### src/rtl/fetch_pkg.sv
// Shared types and defaults for the instruction fetch stage.
package fetch_pkg;

    localparam int         FETCH_A       = 32;
    localparam int         FETCH_B       = 6;
    localparam int         FETCH_AW      = 10;
    localparam logic [5:0] FETCH_HALT_OP = 6'h3F;

    localparam logic [0:0] S_RUN  = 1'b0;
    localparam logic [0:0] S_HALT = 1'b1;

    typedef enum logic [0:0] {
        RUN  = S_RUN,
        HALT = S_HALT
    } fetch_state_t;

    typedef struct packed {
        logic [FETCH_A-1:0]  instr;
        logic [FETCH_AW-1:0] pc;
    } fetch_entry_t;

endpackage

### src/rtl/fetch_buf.sv
// Small synchronous FIFO holding fetched words with their PCs.
// Flush empties the queue in one cycle and takes priority over push/pop.
module fetch_buf
    import fetch_pkg::*;
#(
    parameter int  DEPTH = 3,
    parameter type T     = fetch_entry_t,
    localparam int CW    = $clog2(DEPTH + 1)
)(
    input  logic          i_clk,
    input  logic          i_rst_n,
    input  logic          i_flush,
    input  logic          i_push,
    input  T              i_data,
    input  logic          i_pop,
    output T              o_head,
    output logic          o_valid,
    output logic [CW-1:0] o_count
);

    localparam int PW = (DEPTH > 1) ? $clog2(DEPTH) : 1;

    T              r_mem [DEPTH];
    logic [PW-1:0] r_rd_ptr;
    logic [PW-1:0] r_wr_ptr;
    logic [CW-1:0] r_count;
    logic          w_do_push;
    logic          w_do_pop;

    function automatic logic [PW-1:0] ptr_inc(input logic [PW-1:0] p);
        if (p == PW'(DEPTH - 1)) begin
            return {PW{1'b0}};
        end else begin
            return p + PW'(1);
        end
    endfunction

    always_comb begin
        w_do_pop  = i_pop && (r_count != {CW{1'b0}});
        w_do_push = i_push && ((r_count < CW'(DEPTH)) || w_do_pop);
    end

    always_ff @(posedge i_clk) begin
        if (!i_rst_n || i_flush) begin
            r_rd_ptr <= {PW{1'b0}};
            r_wr_ptr <= {PW{1'b0}};
            r_count  <= {CW{1'b0}};
        end else begin
            if (w_do_push) begin
                r_wr_ptr <= ptr_inc(r_wr_ptr);
            end
            if (w_do_pop) begin
                r_rd_ptr <= ptr_inc(r_rd_ptr);
            end
            case ({w_do_push, w_do_pop})
                2'b10:   r_count <= r_count + CW'(1);
                2'b01:   r_count <= r_count - CW'(1);
                default: r_count <= r_count;
            endcase
        end
    end

    always_ff @(posedge i_clk) begin
        if (w_do_push) begin
            r_mem[r_wr_ptr] <= i_data;
        end
    end

    assign o_head  = r_mem[r_rd_ptr];
    assign o_valid = (r_count != {CW{1'b0}});
    assign o_count = r_count;

endmodule

### src/rtl/instr_fetch.sv
// Instruction fetch stage: PC, credit-based imem requests, squash on redirect/HALT.
// Optional FETCH_PERF_CNT_EN adds fetch_count / stall_count performance counters.
module instr_fetch
    import fetch_pkg::*;
#(
    parameter int         A       = FETCH_A,
    parameter int         B       = FETCH_B,
    parameter int         AW      = FETCH_AW,
    parameter int         DEPTH   = 3,
    parameter logic [B-1:0] HALT_OP = FETCH_HALT_OP
)(
    input  logic          clk,
    input  logic          reset,
    output logic          imem_req,
    output logic [AW-1:0] imem_addr,
    input  logic [A-1:0]  imem_rdata,
    input  logic          redirect_valid,
    input  logic [AW-1:0] redirect_addr,
    output logic          out_valid,
    input  logic          out_ready,
    output logic [A-1:0]  out_instr,
    output logic [B-1:0]  out_op,
    output logic [AW-1:0] out_pc,
    output logic          halted
`ifdef FETCH_PERF_CNT_EN
    ,
    output logic [31:0]   fetch_count,
    output logic [31:0]   stall_count
`endif
);

    localparam int CW = $clog2(DEPTH + 1);

    typedef struct packed {
        logic [A-1:0]  instr;
        logic [AW-1:0] pc;
    } entry_t;

    fetch_state_t  r_state;
    logic [AW-1:0] r_pc;
    logic          r_inflight;
    logic [AW-1:0] r_inflight_pc;

    logic [CW-1:0] w_count;
    logic [CW:0]   w_used;
    logic          w_req;
    logic          w_push;
    logic          w_pop;
    logic          w_halt_det;
    logic          w_valid;
    entry_t        w_push_entry;
    entry_t        w_head;

    // Credits count both buffered words and the one still in flight, so the buffer can never overflow.
    always_comb begin
        w_used             = {1'b0, w_count} + {{CW{1'b0}}, r_inflight};
        w_req              = reset && (r_state == RUN) && !redirect_valid && (w_used < (CW + 1)'(DEPTH));
        w_push             = reset && r_inflight && !redirect_valid;
        w_pop              = w_valid && out_ready && !redirect_valid;
        w_halt_det         = w_push && (imem_rdata[A-1 -: B] == HALT_OP);
        w_push_entry.instr = imem_rdata;
        w_push_entry.pc    = r_inflight_pc;
    end

    always_ff @(posedge clk) begin
        if (!reset) begin
            r_state       <= RUN;
            r_pc          <= {AW{1'b0}};
            r_inflight    <= 1'b0;
            r_inflight_pc <= {AW{1'b0}};
        end else if (redirect_valid) begin
            r_state    <= RUN;
            r_pc       <= redirect_addr;
            r_inflight <= 1'b0;
        end else if (w_halt_det) begin
            // Any request issued alongside the HALT word is dropped; resume point is just past HALT.
            r_state    <= HALT;
            r_pc       <= r_inflight_pc + AW'(1);
            r_inflight <= 1'b0;
        end else if (w_req) begin
            r_pc          <= r_pc + AW'(1);
            r_inflight    <= 1'b1;
            r_inflight_pc <= r_pc;
        end else begin
            r_inflight <= 1'b0;
        end
    end

    fetch_buf #(
        .DEPTH (DEPTH),
        .T     (entry_t)
    ) u_buf (
        .i_clk   (clk),
        .i_rst_n (reset),
        .i_flush (redirect_valid),
        .i_push  (w_push),
        .i_data  (w_push_entry),
        .i_pop   (w_pop),
        .o_head  (w_head),
        .o_valid (w_valid),
        .o_count (w_count)
    );

    assign imem_req  = w_req;
    assign imem_addr = r_pc;
    assign out_valid = w_valid;
    assign out_instr = w_head.instr;
    assign out_op    = w_head.instr[A-1 -: B];
    assign out_pc    = w_head.pc;
    assign halted    = (r_state == HALT);

`ifdef FETCH_PERF_CNT_EN
    logic [31:0] r_fetch_count;
    logic [31:0] r_stall_count;

    always_ff @(posedge clk) begin
        if (!reset) begin
            r_fetch_count <= 32'd0;
            r_stall_count <= 32'd0;
        end else begin
            if (w_pop) begin
                r_fetch_count <= r_fetch_count + 32'd1;
            end
            if (w_valid && !out_ready) begin
                r_stall_count <= r_stall_count + 32'd1;
            end
        end
    end

    assign fetch_count = r_fetch_count;
    assign stall_count = r_stall_count;
`endif

endmodule

### config.mk
export PLATFORM = sky130hd
export DESIGN_NAME = instr_fetch
export DESIGN_NICKNAME = d
export VERILOG_FILES = /design/src/rtl/fetch_pkg.sv /design/src/rtl/fetch_buf.sv /design/src/rtl/instr_fetch.sv
export SDC_FILE = /design/constraint.sdc
export NUM_CORES = 1
export LEC_CHECK = 0
export CAP_MARGIN = 20
export CORE_MARGIN = 1.5
export CORE_UTILIZATION = 48
export CTS_BUF_LIST = sky130_fd_sc_hd__clkbuf_16
export CTS_CLUSTER_DIAMETER = 50
export DETAILED_ROUTE_END_ITERATION = 10
export PLACE_DENSITY_LB_ADDON = 0.05
export SYNTH_ARGS = -nofsm -noshare
export SYNTH_HDL_FRONTEND = slang
export SYNTH_SLANG_ARGS = --single-unit
### constraint.sdc
create_clock -name clk -period 4.65 [get_ports clk]
set_clock_uncertainty 0.15 [all_clocks]
set_input_delay 0.465 -clock clk [delete_from_list [all_inputs] [get_ports clk]]
set_output_delay 0.465 -clock clk [all_outputs]
set_load 0.02 [all_outputs]
==> results of run 1 <==
[worst register-to-register path, cell delays in order (launching register included)]
cell and delay, ns:
dfxtp_1 0.43, nand3b_4 0.12, nor3_2 0.61, mux2_2 0.30, ha_1 0.31, inv_1 0.11
or3_1 0.36, a211o_1 0.30, a21oi_1 0.13, o21a_1 0.13
[registers in the layout, indices dropped and copies added, names as in the netlist, named ones only]
register and cells:
r_inflight_pc 10, r_inflight 1, u_buf.r_mem 126, u_buf.o_count 2, u_buf.r_wr_ptr 2, imem_addr 10
u_buf.r_rd_ptr 2, halted 1
[final cells by class]
class	instances	area, um2
Clock buffer	17	425.4
Clock inverter	15	130.1
Fill cell	970	4601
Inverter	8	30.03
Multi-Input combinational cell	280	1822
Sequential cell	156	4387
Tap cell	172	215.2
Timing Repair Buffer	117	1164
[metal layers]
| metal | vias up | part of all wire | GRT usage |
|---|---|---|---|
| met2 | 114 | 0.48 | 0.3016 |
| met4 | 0 | 0.0049 | 0.07088 |
| met3 | 5 | 0.049 | 0.04151 |
| li1 | 1954 | - | - |
| met1 | 1883 | 0.46 | 0.2457 |
| met5 | - | 0 | 0 |
[worst max path at each step]
stage,from,endpoint,slack [ns],cells after the start
floorplan,redirect_valid,u_buf.r_mem[0][0],0.07,4
global placement,imem_rdata[31],imem_addr[6],1.06,10
detailed placement,imem_rdata[31],imem_addr[6],0.93,10
CTS,register,out_instr[18],1.18,4
global route,register,out_instr[14],1.08,4
finish,register,out_instr[18],1.27,4
[power by group through the flow]
| stage | combinational, mW | clock (mW) | sequential, mW |
|---|---|---|---|
| after global placement | 0.159 | 0 | 1.57 |
| final | 0.161 | 1.28 | 1.55 |
| after global routing | 0.174 | 1.37 | 1.55 |
| after floorplan | 0.0661 | 0 | 1.58 |
| after CTS | 0.163 | 1.31 | 1.54 |
| after detailed placement | 0.162 | 0 | 1.57 |
[cells in the final DEF, fill, tap and decap left out, types with 2 or more instances in the layout]
cell type        instances
a211o_1                  2
a21oi_1                 12
a31oi_1                  4
and4_1                   2
buf_4                   10
bufinv_16                2
clkbuf_16               17
clkdlybuf4s50_1        106
clkinv_1                 6
clkinv_2                 2
clkinv_4                 2
dfxtp_1                 28
dfxtp_2                  2
edfxtp_1               126
ha_1                     4
inv_1                    8
mux2i_1                 58
nand2_1                 69
nand3_1                  8
nand4_1                  3
nor2_1                  10
nor2b_1                 10
nor3_1                   6
nor3_2                   2
o211a_1                  2
o211ai_1                 2
o21a_1                   3
o21ai_0                 52
or3_1                    6
xnor2_1                  6
xor2_1                   3
[per-stage QoR]
stage	power, mW	cells	util	setup WS, ns
after floorplan	1.642	473	-	0.07231
after global placement	1.733	732	0.5942	1.063
after detailed placement	1.736	732	0.5942	0.9328
after CTS	3.020	764	0.6377	1.185
after global routing	3.094	765	0.6398	1.076
final	2.988	765	0.6398	1.272
[kinds of logic (layout without fill, tap and decap cells)]
logic type	Yosys count	after routing	synth area share
multiplexers	60	60	0.09641
flip-flops	156	156	0.6880
AND/OR/NAND/NOR	123	123	0.09131
buffers and inverters	37	157	0.02867
AO/OA/AOI/OAI	84	84	0.07540
adder cells (fa/ha/maj)	4	4	0.007854
XOR/XNOR	9	9	0.01237
==> metrics.md, run 1 <==
| Metric | Value |
|---|---|
| Fmax achieved | `296.0 MHz` |
| PD cells | `365.6 mW/mm2` |
| Worst path buffer plus inverter count | `2` |
| Internal cell power | `2.385 mW` |
| Comb power frac | `0.054` |
| Asr flop ratio synth | `0` |
| Switch share | `0.2018` |
| Min-delay src | `u_buf.r_rd_ptr[1]` |
| Max cap viols | `0` |
| Clk pin slew, worst setup/hold paths | `0.06 ns` |
| Clk Latency, worst-skew pair | `0.41 ns` |
| Kind of critical path | `register to primary output` |
| Post-DR vias/cell | `5.171` |
| Die width | `118.2 um` |
| Worst Tran Pin Value | `1.061 ns` |
| Core area | `0.01277 mm2` |
| Critical Path RT | `4.03 ns` |
| CP top delay family | `flip-flops` |
| Synthesized Nets | `523` |
| Ant. Diodes | `0` |
| Max VDD drop | `0.2375 mV` |
| Worst hold path depth | `2` |
| Setup TNS | `0 ns` |
| Post-synth top cells | `126 x edfxtp_1, 69 x nand2_1, 58 x mux2i_1` |
| Crit share post-route | `0.7265` |
| Layout cells sized above 1 | `0.07926` |
| Leading cell type by number of instances after synthesis | `edfxtp_1` |
| Min cycle time layout | `3.378 ns` |
| Yosys warns | `0` |
| Top post-synthesis cells by area | `edfxtp_1 59%, dfxtp_1 9.4%, mux2i_1 9.1%` |
| Vias in the first global route | `3,894` |
| Iter 0 DRT Violations | `272` |
| Final setup fails | `0` |
| Yosys top cell by area | `edfxtp_1` |
| Routed len/inst | `16.44 um` |
| Worst reg-to-reg setup slack | `1.65 ns` |
| Initial core utilization | `0.4989` |
| First drt pass iteration count | `4` |
| Die Y | `118.2 um` |
| Critical R2R Capture | `imem_addr[6]` |
| Sequential power share | `0.517` |
| H-tree depth | `4` |
| Synth Instances | `473` |
| Nets | `630` |
| Unrepaired setup endpoints after global routing | `no` |
| Hold slack final | `0.3462 ns` |
| Post-CTS setup buffer count | `0` |
| Max incr delay on CP | `1.03 ns` |
| Leak pwr | `2.733 nW` |
| Power share of the clock group | `0.429` |
| Num CTS Buffers | `17` |
| Final hold violations | `0` |
| DPL Wire Length | `8072 um` |
| Count of cell types in the netlist | `43` |
| #FFs+latches synth | `156` |
| Reg2Reg Depth | `9` |
| Number of hold buffers added after CTS | `0` |
| Top FF cell, synth | `edfxtp_1` |
| Slew HR | `0.2930` |
| Die ar. | `0.01398 mm2` |
| Antenna violations before repair | `0` |
| Maximum clock insertion buffer count | `2` |
| Part of the Yosys area used for sequential elements | `0.6880` |
| CP Data Arrival Time | `2.76 ns` |
| Routed wire length | `12,570 um` |
| Aggregate global-route resource usage | `0.1862` |
| Fin area | `0.008173 mm2` |
| CTS tree | `built` |
| Residual DRC count | `0` |
| GRT overflow | `0` |
| Sink Count | `156` |
| CP endpoint kind | `primary output` |
| Post-synth top area share | `0.5938` |
| Crit Reg-Reg Startpoint | `r_inflight` |
| # rows | `41` |
| Fin. max-slew vios | `0` |
| HP Class | `register to register` |
| CP max FO | `32` |
| Post-Syn Area per Cell | `13.47 um2` |
| Syn-to-layout area delta | `28.25%` |
| Largest net degree at the start of global routing | `65` |
| CTS root buf | `clkbuf_16` |
| Port Buffers | `106` |
| # IOs | `107` |
| # resized after CTS | `0` |
| Run status | `finished, final reports clean` |
| Worst path slowest cell | `dfxtp_2` |
| DP Area | `0.007590 mm2` |
| Global-route wire length before repair | `20,170 um` |
| Final ANT Viol Nets | `0` |
| Crit start category | `register` |
| Net switching power | `0.6029 mW` |
| DR vias | `3,956` |
| Cell Area, Synth | `0.006372 mm2` |
| Final Wtd Congestion | `0.8670` |
| Crit-path cells | `buf_4, mux2i_1, o21ai_0, clkdlybuf4s50_1` |
| Post-synth EDFFs | `126` |
No activity file was read; power rests on OpenSTA's default activity.
==> run 2, diff against run 1 <==
Settings changed: CORE_UTILIZATION 48 to 53.
Clock period 4.65 ns to 3.24 ns, I/O delays scaled along.
==> metrics.md, run 2 (synthesis results as in run 1) <==
| Metric | Value |
|---|---|
| Clk Latency, worst-skew pair | `0.41 ns (about the same)` |
| Final Wtd Congestion | `0.8321 (-4.0%)` |
| DPL Wire Length | `8328 um (+3.2%)` |
| Min-delay src | `redirect_addr[3]` |
| Net switching power | `0.8843 mW (+47%)` |
| Met1 Wirelength | `5557 um (-4.7%)` |
| Setup TNS | `0 ns (unchanged)` |
| H-tree depth | `4 (unchanged)` |
| Nets | `632 (+0.32%)` |
| CP Data Arrival Time | `2.41 ns (-0.35 ns)` |
| CP endpoint kind | `primary output` |
| Util after Layout | `0.7104 (+0.07055)` |
| CP top delay family | `buffers and inverters` |
| Layout cells sized above 1 | `0.08571 (+0.006456)` |
| Internal cell power | `3.444 mW (+44%)` |
| Fmax achieved | `347.0 MHz` |
| Crit start category | `register` |
| Post-CTS setup buffer count | `0 (unchanged)` |
| Max VDD drop | `0.5886 mV (+150%)` |
| Core area | `0.01156 mm2 (-9.5%)` |
| Worst path slowest cell | `clkdlybuf4s50_1` |
| Antenna violations before repair | `0 (unchanged)` |
| Most frequent cells in the layout | `126 x edfxtp_1, 106 x clkdlybuf4s50_1, 69 x nand2_1, 58 x mux2i_1, 52 x o21ai_0` |
| Die ar. | `0.01269 mm2 (-9.2%)` |
| Leak pwr | `2.756 nW (+0.84%)` |
| First drt pass iteration count | `5 (+1)` |
| Worst Tran Pin Value | `0.8068 ns (-0.2538 ns)` |
| Sink Count | `156 (unchanged)` |
| Worst reg-to-reg setup slack | `0.65 ns (-1.00 ns)` |
| GRT overflow | `0 (unchanged)` |
| Final setup fails | `0 (unchanged)` |
| Global-route wire length before repair | `20,540 um (+1.8%)` |
| Unrepaired setup endpoints after global routing | `no` |
| Biggest register | `u_buf.r_mem` |
| Syn-to-layout area delta | `28.92%` |
| Max FFs per register | `126 (unchanged)` |
| Sequential power share | `0.512 (-0.005)` |
| Crit-path cells | `ha_1, ha_1, a21oi_1, nand2_1, nor2_1, clkdlybuf4s50_1` |
| Ant. Diodes | `0 (unchanged)` |
| Routed len/inst | `17.29 um (+5.2%)` |
| Commonest non-fill, non-tap cell in the layout | `edfxtp_1` |
| Post-DR vias/cell | `5.488 (+6.1%)` |
| Switch share | `0.2043 (+0.002539)` |
| Max incr delay on CP | `0.60 ns (-0.43 ns)` |
| Most used cell, CP | `ha_1` |
| Fin area | `0.008215 mm2 (+0.52%)` |
| HP Class | `input pin to register` |
| CP Launch Point | `r_inflight` |
| Register Area | `0.004387 mm2 (unchanged)` |
| # resized after CTS | `0 (unchanged)` |
| Maximum clock insertion buffer count | `2 (unchanged)` |
| Port Buffers | `106 (unchanged)` |
| Kind of critical path | `register to primary output` |
| Min cycle time layout | `2.882 ns` |
| Fill cell count | `848 (-13%)` |
| Critical Path RT | `2.77 ns (-1.26 ns)` |
| CTS root buf | `clkbuf_16` |
| Vias in the first global route | `4,129 (+6.0%)` |
| DP Area | `0.007645 mm2 (+0.73%)` |
| Final ANT Viol Nets | `0 (unchanged)` |
| WL met3 | `572 um (-7.3%)` |
| Final hold violations | `0 (unchanged)` |
| Initial core utilization | `0.5510 (+0.05214)` |
| Power share of the clock group | `0.434 (+0.005)` |
| Largest net degree at the start of global routing | `43 (-34%)` |
| Iter 0 DRT Violations | `250 (-8.1%)` |
| Top sig layer | `met4` |
| Num CTS Buffers | `17 (unchanged)` |
| Die Y | `112.7 um (-4.7%)` |
| Die width | `112.7 um (-4.7%)` |
| Multi-input logic area | `0.001828 mm2 (+0.34%)` |
| Crit share post-route | `0.8896` |
| # rows | `39 (-4.9%)` |
| Clk pin slew, worst setup/hold paths | `0.06 ns (about the same)` |
| Number of hold buffers added after CTS | `0 (unchanged)` |
| CP max FO | `4 (-88%)` |
| CTS tree | `built` |
| Slew HR | `0.4610 (+0.1681)` |
| Residual DRC count | `0 (unchanged)` |
| Run status | `finished, final reports clean` |
| Routed wire length | `12,760 um (+1.5%)` |
| PD cells | `526.8 mW/mm2 (+44%)` |
| Aggregate global-route resource usage | `0.2125 (+0.02635)` |
| Worst path buffer plus inverter count | `1 (-1)` |
| Fin. max-slew vios | `0 (unchanged)` |
| Wire length on met2 | `6503 um (+7.3%)` |
| # IOs | `107 (unchanged)` |
| Crit Reg-Reg Startpoint | `r_inflight` |
| Max cap viols | `0 (unchanged)` |
| DR vias | `4,050 (+2.4%)` |
| Comb power frac | `0.054 (about the same)` |
==> run 2: changes by cell type in the layout (fill, tap and decap cells not counted), moves of 2 or more <==
cell and delta:
buf_12 +5, buf_4 -2, clkbuf_16 +2, clkinv_1 -2
==> run 2: power by group through the flow <==
stage | registers [mW] | clock network [mW] | logic, mW
floorplan | 2.26 | 0 | 0.0949
global placement | 2.26 | 0 | 0.230
detailed placement | 2.26 | 0 | 0.235
CTS | 2.22 | 1.90 | 0.237
global route | 2.22 | 2.00 | 0.254
finish | 2.22 | 1.88 | 0.235
==> run 2: final cells by class <==
class,count,share of cell area
clock buffer,19,0.05787
clock inverter,13,0.01157
inverter,8,0.003655
multi-input combinational,280,0.2225
sequential,156,0.5340
tap,143,0.02178
timing repair buffer,119,0.1486
==> run 2: worst reg2reg max path: stages (launching register included) <==
cell,delay (ns)
dfxtp_1,0.37
ha_1,0.23
ha_1,0.27
a21oi_1,0.31
a21oi_1,0.13
or3b_2,0.46
a2111oi_0,0.46
nor3_1,0.08
==> run 2: worst paths after layout <==
check                       to  cells past startpoint
setup reg to reg  imem_addr[9]                      7
hold reg to reg       register                      2
setup / recovery      imem_req                      6
hold / removal    imem_addr[3]                      3
==> run 2: stage by stage <==
stage               hold slack (ns)  power, mW  instances  setup slack (ns)
floorplan                    0.2729      2.356        473           0.06715
global placement             0.3113      2.487        706            0.2467
detailed placement           0.3412      2.492        706            0.1254
CTS                          0.3344      4.355        738            0.3510
global route                 0.3421      4.472        738            0.2423
finish                       0.3414      4.328        738            0.3578
==> run 2: metal layers <==
| layer | up-vias | GRT usage |
|---|---|---|
| li1 | 1968 | - |
| met1 | 1957 | 0.2720 |
| met2 | 116 | 0.3606 |
| met3 | 9 | 0.05400 |
| met4 | 0 | 0.06245 |
| met5 | - | 0 |
